===== config.mk =====
export PLATFORM = sky130hd
export DESIGN_NAME = spi_pixel_receiver
export DESIGN_NICKNAME = d
export VERILOG_FILES = /design/src/rtl/spi_pixel_receiver.sv
export SDC_FILE = /design/constraint.sdc
export NUM_CORES = 1
export LEC_CHECK = 0
export CAP_MARGIN = 20
export CORE_MARGIN = 5
export CORE_UTILIZATION = 45
export CTS_BUF_LIST = sky130_fd_sc_hd__clkbuf_8
export CTS_CLUSTER_SIZE = 30
export DETAILED_ROUTE_END_ITERATION = 6
export HOLD_SLACK_MARGIN = 0.15
export PLACE_DENSITY = 0.67
export SYNTH_ARGS = -nofsm -noshare
export SYNTH_HDL_FRONTEND = slang
export SYNTH_SLANG_ARGS = --single-unit

===== constraint.sdc =====
create_clock -name clk_in -period 1.7 [get_ports clk_in]
set_input_delay 0.17 -clock clk_in [delete_from_list [all_inputs] [get_ports clk_in]]
set_output_delay 0.17 -clock clk_in [all_outputs]
set_load 0.02 [all_outputs]

===== src/rtl/spi_pixel_receiver.sv =====
`default_nettype none
// ============================================================================
// Module   : spi_pixel_receiver
// Purpose  : Receives pixels from a quad/multi-line SPI-style link clocked by
//            the peripheral (dclk), oversampled in the clk_in domain. Each
//            completed word is presented with a one-cycle strobe and the
//            raster position (hcount/vcount) of that pixel.
// Options  : define SPI_RX_FRAME_CHECK_EN to compare the peripheral's tlast
//            tag against the local raster position and flag misalignment.
// Revision : 1.0 - initial release
// ============================================================================
module spi_pixel_receiver #(
  parameter int DATA_WIDTH = 8,
  parameter int LINES      = 4,
  parameter int H_PIXELS   = 1280,
  parameter int V_PIXELS   = 720
) (
  input  logic                  clk_in,
  input  logic                  rst_in,
  input  logic                  chip_clk_in,
  input  logic [LINES-1:0]      chip_data_in,
  input  logic                  chip_sel_in,
  input  logic                  final_pixel_in,
  output logic                  pixel_valid_out,
  output logic [DATA_WIDTH-1:0] pixel_data_out,
  output logic [10:0]           hcount_out,
  output logic [9:0]            vcount_out,
  output logic                  frame_err_out
);

  localparam int                BEATS     = DATA_WIDTH / LINES;
  localparam int                BEAT_W    = (BEATS > 1) ? $clog2(BEATS) : 1;
  localparam logic [BEAT_W-1:0] LAST_BEAT = BEAT_W'(BEATS - 1);
  localparam logic [10:0]       H_LAST    = 11'(H_PIXELS - 1);
  localparam logic [9:0]        V_LAST    = 10'(V_PIXELS - 1);

  localparam logic [0:0] IDLE = 1'b0;
  localparam logic [0:0] RECV = 1'b1;

  // Two-stage synchronizers, identical depth so data stays aligned to dclk
  logic [1:0]       dclk_sync;
  logic [1:0]       cs_sync;
  logic [1:0]       final_sync;
  logic [LINES-1:0] data_meta;
  logic [LINES-1:0] data_sync;
  logic             dclk_prev;

  logic             dclk_s;
  logic             cs_s;
  logic             final_s;
  logic [LINES-1:0] data_s;
  logic             dclk_rise;

  logic [0:0]        state;
  logic [BEAT_W-1:0] beat;
  logic              shift_en;
  logic              word_done;

  logic [DATA_WIDTH-1:0] assembled;

  // Position of the next word to complete
  logic [10:0] col;
  logic [9:0]  row;
  logic [10:0] col_next;
  logic [9:0]  row_next;

  // Synchronize all link inputs; cs idles high so its stages reset to 1
  always_ff @(posedge clk_in or negedge rst_in) begin
    if (!rst_in) begin
      dclk_sync  <= 2'b00;
      cs_sync    <= 2'b11;
      final_sync <= 2'b00;
      data_meta  <= '0;
      data_sync  <= '0;
    end else begin
      dclk_sync  <= {dclk_sync[0], chip_clk_in};
      cs_sync    <= {cs_sync[0], chip_sel_in};
      final_sync <= {final_sync[0], final_pixel_in};
      data_meta  <= chip_data_in;
      data_sync  <= data_meta;
    end
  end

  assign dclk_s  = dclk_sync[1];
  assign cs_s    = cs_sync[1];
  assign final_s = final_sync[1];
  assign data_s  = data_sync;

  // Remember the previous synchronized dclk level for rising-edge detection
  always_ff @(posedge clk_in or negedge rst_in) begin
    if (!rst_in) begin
      dclk_prev <= 1'b0;
    end else begin
      dclk_prev <= dclk_s;
    end
  end

  assign dclk_rise = dclk_s & ~dclk_prev;
  assign shift_en  = (state == RECV) && !cs_s && dclk_rise;
  assign word_done = shift_en && (beat == LAST_BEAT);

  // Link FSM and beat counter; cs high in RECV drops any partial word
  always_ff @(posedge clk_in or negedge rst_in) begin
    if (!rst_in) begin
      state <= IDLE;
      beat  <= '0;
    end else begin
      case (state)
        IDLE: begin
          beat <= '0;
          if (!cs_s) begin
            state <= RECV;
          end
        end
        RECV: begin
          if (cs_s) begin
            state <= IDLE;
            beat  <= '0;
          end else if (dclk_rise) begin
            if (beat == LAST_BEAT) begin
              beat <= '0;
            end else begin
              beat <= beat + BEAT_W'(1);
            end
          end
        end
        default: begin
          state <= IDLE;
          beat  <= '0;
        end
      endcase
    end
  end

  // Word assembly: earlier beats sit in a shift register, newest beat is LSBs
  generate
    if (BEATS > 1) begin : g_multi_beat
      logic [DATA_WIDTH-LINES-1:0] partial;

      // Shift each received beat in, MSB-first overall
      always_ff @(posedge clk_in or negedge rst_in) begin
        if (!rst_in) begin
          partial <= '0;
        end else if (shift_en) begin
          partial <= assembled[DATA_WIDTH-LINES-1:0];
        end
      end

      assign assembled = {partial, data_s};
    end else begin : g_single_beat
      assign assembled = data_s;
    end
  endgenerate

`ifdef SPI_RX_FRAME_CHECK_EN
  logic at_last;
  logic frame_err;

  assign at_last = (col == H_LAST) && (row == V_LAST);

  // Sticky error when the tlast tag disagrees with the local raster position
  always_ff @(posedge clk_in or negedge rst_in) begin
    if (!rst_in) begin
      frame_err <= 1'b0;
    end else if (word_done && (final_s != at_last)) begin
      frame_err <= 1'b1;
    end
  end

  assign frame_err_out = frame_err;
`else
  logic unused_final;

  assign unused_final  = final_s;
  assign frame_err_out = 1'b0;
`endif

  // Raster advance; a premature tlast restarts the frame when checking is on
  always_comb begin
    col_next = col + 11'd1;
    row_next = row;
    if (col == H_LAST) begin
      col_next = 11'd0;
      row_next = (row == V_LAST) ? 10'd0 : row + 10'd1;
    end
`ifdef SPI_RX_FRAME_CHECK_EN
    if (final_s && !at_last) begin
      col_next = 11'd0;
      row_next = 10'd0;
    end
`endif
  end

  // Track the position of the next pixel to arrive
  always_ff @(posedge clk_in or negedge rst_in) begin
    if (!rst_in) begin
      col <= 11'd0;
      row <= 10'd0;
    end else if (word_done) begin
      col <= col_next;
      row <= row_next;
    end
  end

  // Present each completed pixel with a single-cycle strobe
  always_ff @(posedge clk_in or negedge rst_in) begin
    if (!rst_in) begin
      pixel_valid_out <= 1'b0;
      pixel_data_out  <= '0;
      hcount_out      <= 11'd0;
      vcount_out      <= 10'd0;
    end else begin
      pixel_valid_out <= word_done;
      if (word_done) begin
        pixel_data_out <= assembled;
        hcount_out     <= col;
        vcount_out     <= row;
      end
    end
  end

endmodule
`default_nettype wire


==> reports/results.ini <==
[run_status]
status = completed

[route]
drt-pass1-iter-count = 4
wl_per_cell_um = 13.39
via_per_inst = 4.990
drc_errors = 0
wl_mm = 5.582
vias = 2081
ant_nets = 0
first_iter_violations = 50

[synth]
synth_area_leaders = dfrtp_1, nand2_1, mux2_2
yosysUniqueCellTypes = 38
ys_seq_area_share_pct = 62.12
syn_inst = 266
synth-seq-cells = 70
synth_top_area_cell = dfrtp_1
synth_nets = 277
synth_area_mm2 = 0.002824
avgSynthCellArea_um2 = 10.62
yosys_warnings = 0
synth_top_cell_area_share_pct = 60.26

[critical_path]
rrSetupSlack_ps = 20
worst-setup-path-type = reg -> reg
cp.required_ps = 1960
arrival_ps = 1940
cp-start-kind = flop
ff2ff_path_depth = 5
worstSetupStartpoint = dclk_prev
reg2reg_to = col[7]
reg2reg_from = dclk_prev
crit_fanout = 4
crit_path_end_kind = flop

[clock_tree]
numClockSinks = 70
clkTransAtPathRegs_ps = 80
cts_buffers = 9
root_buffer = clkbuf_8
htreeDepth = 3
cts_buffer_depth = 2
cts_tree = yes
insertion_delay_ps = 340

[global_routing]
grt_pass1_vias = 2093
grt_max_degree = 28
grt_usage_pct = 16.23
gr-total-overflow = 0
grt_pass1_wl_mm = 9.742
antenna_found_initial = 0

[pwr]
power_leakage_uw = 0.001788
vdd_drop_max_mv = 0.6567
power.total_uw = 3331
power.density_mw_per_mm2 = 895.6

[hold_path]
hold_end = cs_sync[0]
min_path_cells = 1
hp-start = chip_sel_in
holdCritPathClass = in -> reg

[floorplan]
fp.dieW_um = 89.22
rows = 28
io_pins = 40
fp.dieArea_mm2 = 0.007959
core_mm2 = 0.006026
die_h_um = 89.22
start_util_pct = 46.86

[timing]
fmax_ghz = 0.5954
setup_viol = 0
final.setup_skew_ps = 10.33
min_period_ps = 1680
fin_crit_sh_pct = 98.80
rsz0062_at_grt = true
drv_slew = 0
hold_violations = 0
worstMarginPinSlew_ps = 565.8
maxSlewHeadroom_pct = 62.28
setup_slack_ps = 20.46

[cells_and_area]
drive_gt1_share_pct = 19.30
layout_common_cells = nand2_1, dfrtp_1, clkdlybuf4s50_1, buf_4, clkbuf_8
syn2layout_area_growth_pct = 31.72
instances_no_fill = 417
mostFrequentLayoutCell = nand2_1
finalInstanceArea_mm2 = 0.003720
postLayoutCoreUtil_pct = 61.73
diodes = 0
nets = 348

[job]
cap_violations = 0

[place]
placedCellCount = 397
finalWeightedCongestion = 0.8083
place_ws_ps = -1.591
port_buffers = 37
hpwl_mm = 3.847
placed_cell_area_mm2 = 0.003458

-- synthesized netlist by cell type (all sizes together) --
library cell  number
inv                4
conb               1
xor2               3
nor2b              1
dfrtp             68
a22o               5
and2               2
clkbuf             1
nand4b             1
nor2               6
a21oi              2
nand2             91
mux2               6
nand3             10
nand3b             1
nand4              6
ha                 2
or4                2
and3               6
or3                1
dfstp              2
o21bai             1
and4bb             2
o211ai             5
nor3               6
a21o               1
nand2b             2
xnor2              5
o31ai              3
buf               10
o21ai              7
nor4               3
-- worst max-delay path, stage by stage, from the launching register on --
cell and delay, ps:
dfrtp_1 380, and4bb_1 330, buf_4 150, nand3_2 90, or4_1 500, a21oi_1 150
-- kinds of logic (layout without fill, tap and decap cells) --
kind of cell | after synthesis | in the layout | share of synthesized area (%)
AOI/OAI and AO/OA | 24 | 24 | 5.804
xor gates and xnor gates | 8 | 8 | 2.481
adders and majority gates | 2 | 2 | 0.8860
buffers and inverters | 15 | 91 | 2.747
DFF | 70 | 70 | 62.12
muxes | 6 | 6 | 2.392
other | 1 | 1 | 0.1328
and+or+nand+nor | 140 | 140 | 23.44
-- registers in the layout, indices dropped and copies added (netlist names) --
signal	flops
pixel_data_out	8
dclk_prev	1
row	10
g_multi_beat.partial	4
beat	1
col	11
state	1
hcount_out	11
cs_sync	2
data_meta	4
data_s	4
dclk_sync	2
vcount_out	10
pixel_valid_out	1
-- worst max-delay path by stage --
stage / endpoint / slack, ps / cells past startpoint
2_1_floorplan: row[8] / 0.9 / 6
3_3_place_gp: row[8] / 10 / 5
3_5_place_dp: row[8] / -2 / 5
4_1_cts: col[4] / -10 / 6
5_1_grt: row[8] / -100 / 5
6_report: col[7] / 20 / 5
-- final cells by class --
class / count / area (um^2)
clock buffers: 9 / 123.9
repair buffers: 71 / 643.1
inverters: 4 / 18.77
well taps: 75 / 93.84
multi-input cells: 181 / 1005
fillers: 514 / 2306
flip-flops and latches: 70 / 1754
clock inverters: 7 / 81.33
-- metal layers --
layer | global-route usage [%] | part of all wire (%) | up-vias
li1 | - | - | 1038
met1 | 22.41 | 48 | 996
met2 | 24.45 | 47 | 42
met3 | 3.226 | 4.2 | 5
met4 | 8.119 | 1.1 | 0
met5 | 0 | 0 | -
-- per-stage QoR --
step / hold slack (ps) / TNS, ps
after global placement: 193.1 / 0
after CTS: 215.6 / -25.34
final: 229.3 / 0
after detailed placement: 203.8 / -1.591
after global routing: 202.8 / -750.5
after floorplan: -125.6 / 0
-- power breakdown --
part / total (uW) / internal, uW / switching [uW]
clock: 1370 / 695 / 679
sequential: 1760 / 1730 / 31.5
combinational: 196 / 96.5 / 100
total: 3330 / 2520 / 811
-- what timing repair did --
| action | 4_1_cts | 5_1_grt |
|---|---|---|
| endpoints found under the setup margin | 5 | 28 |
| resized for setup | 2 | 4 |
| hold endpoints to repair | 19 | 0 |
| pin swaps | 0 | 1 |
| setup buffers | 0 | 3 |
| hold buffers | 1 | 0 |
Note: power is estimated with default switching activity, not from simulation.
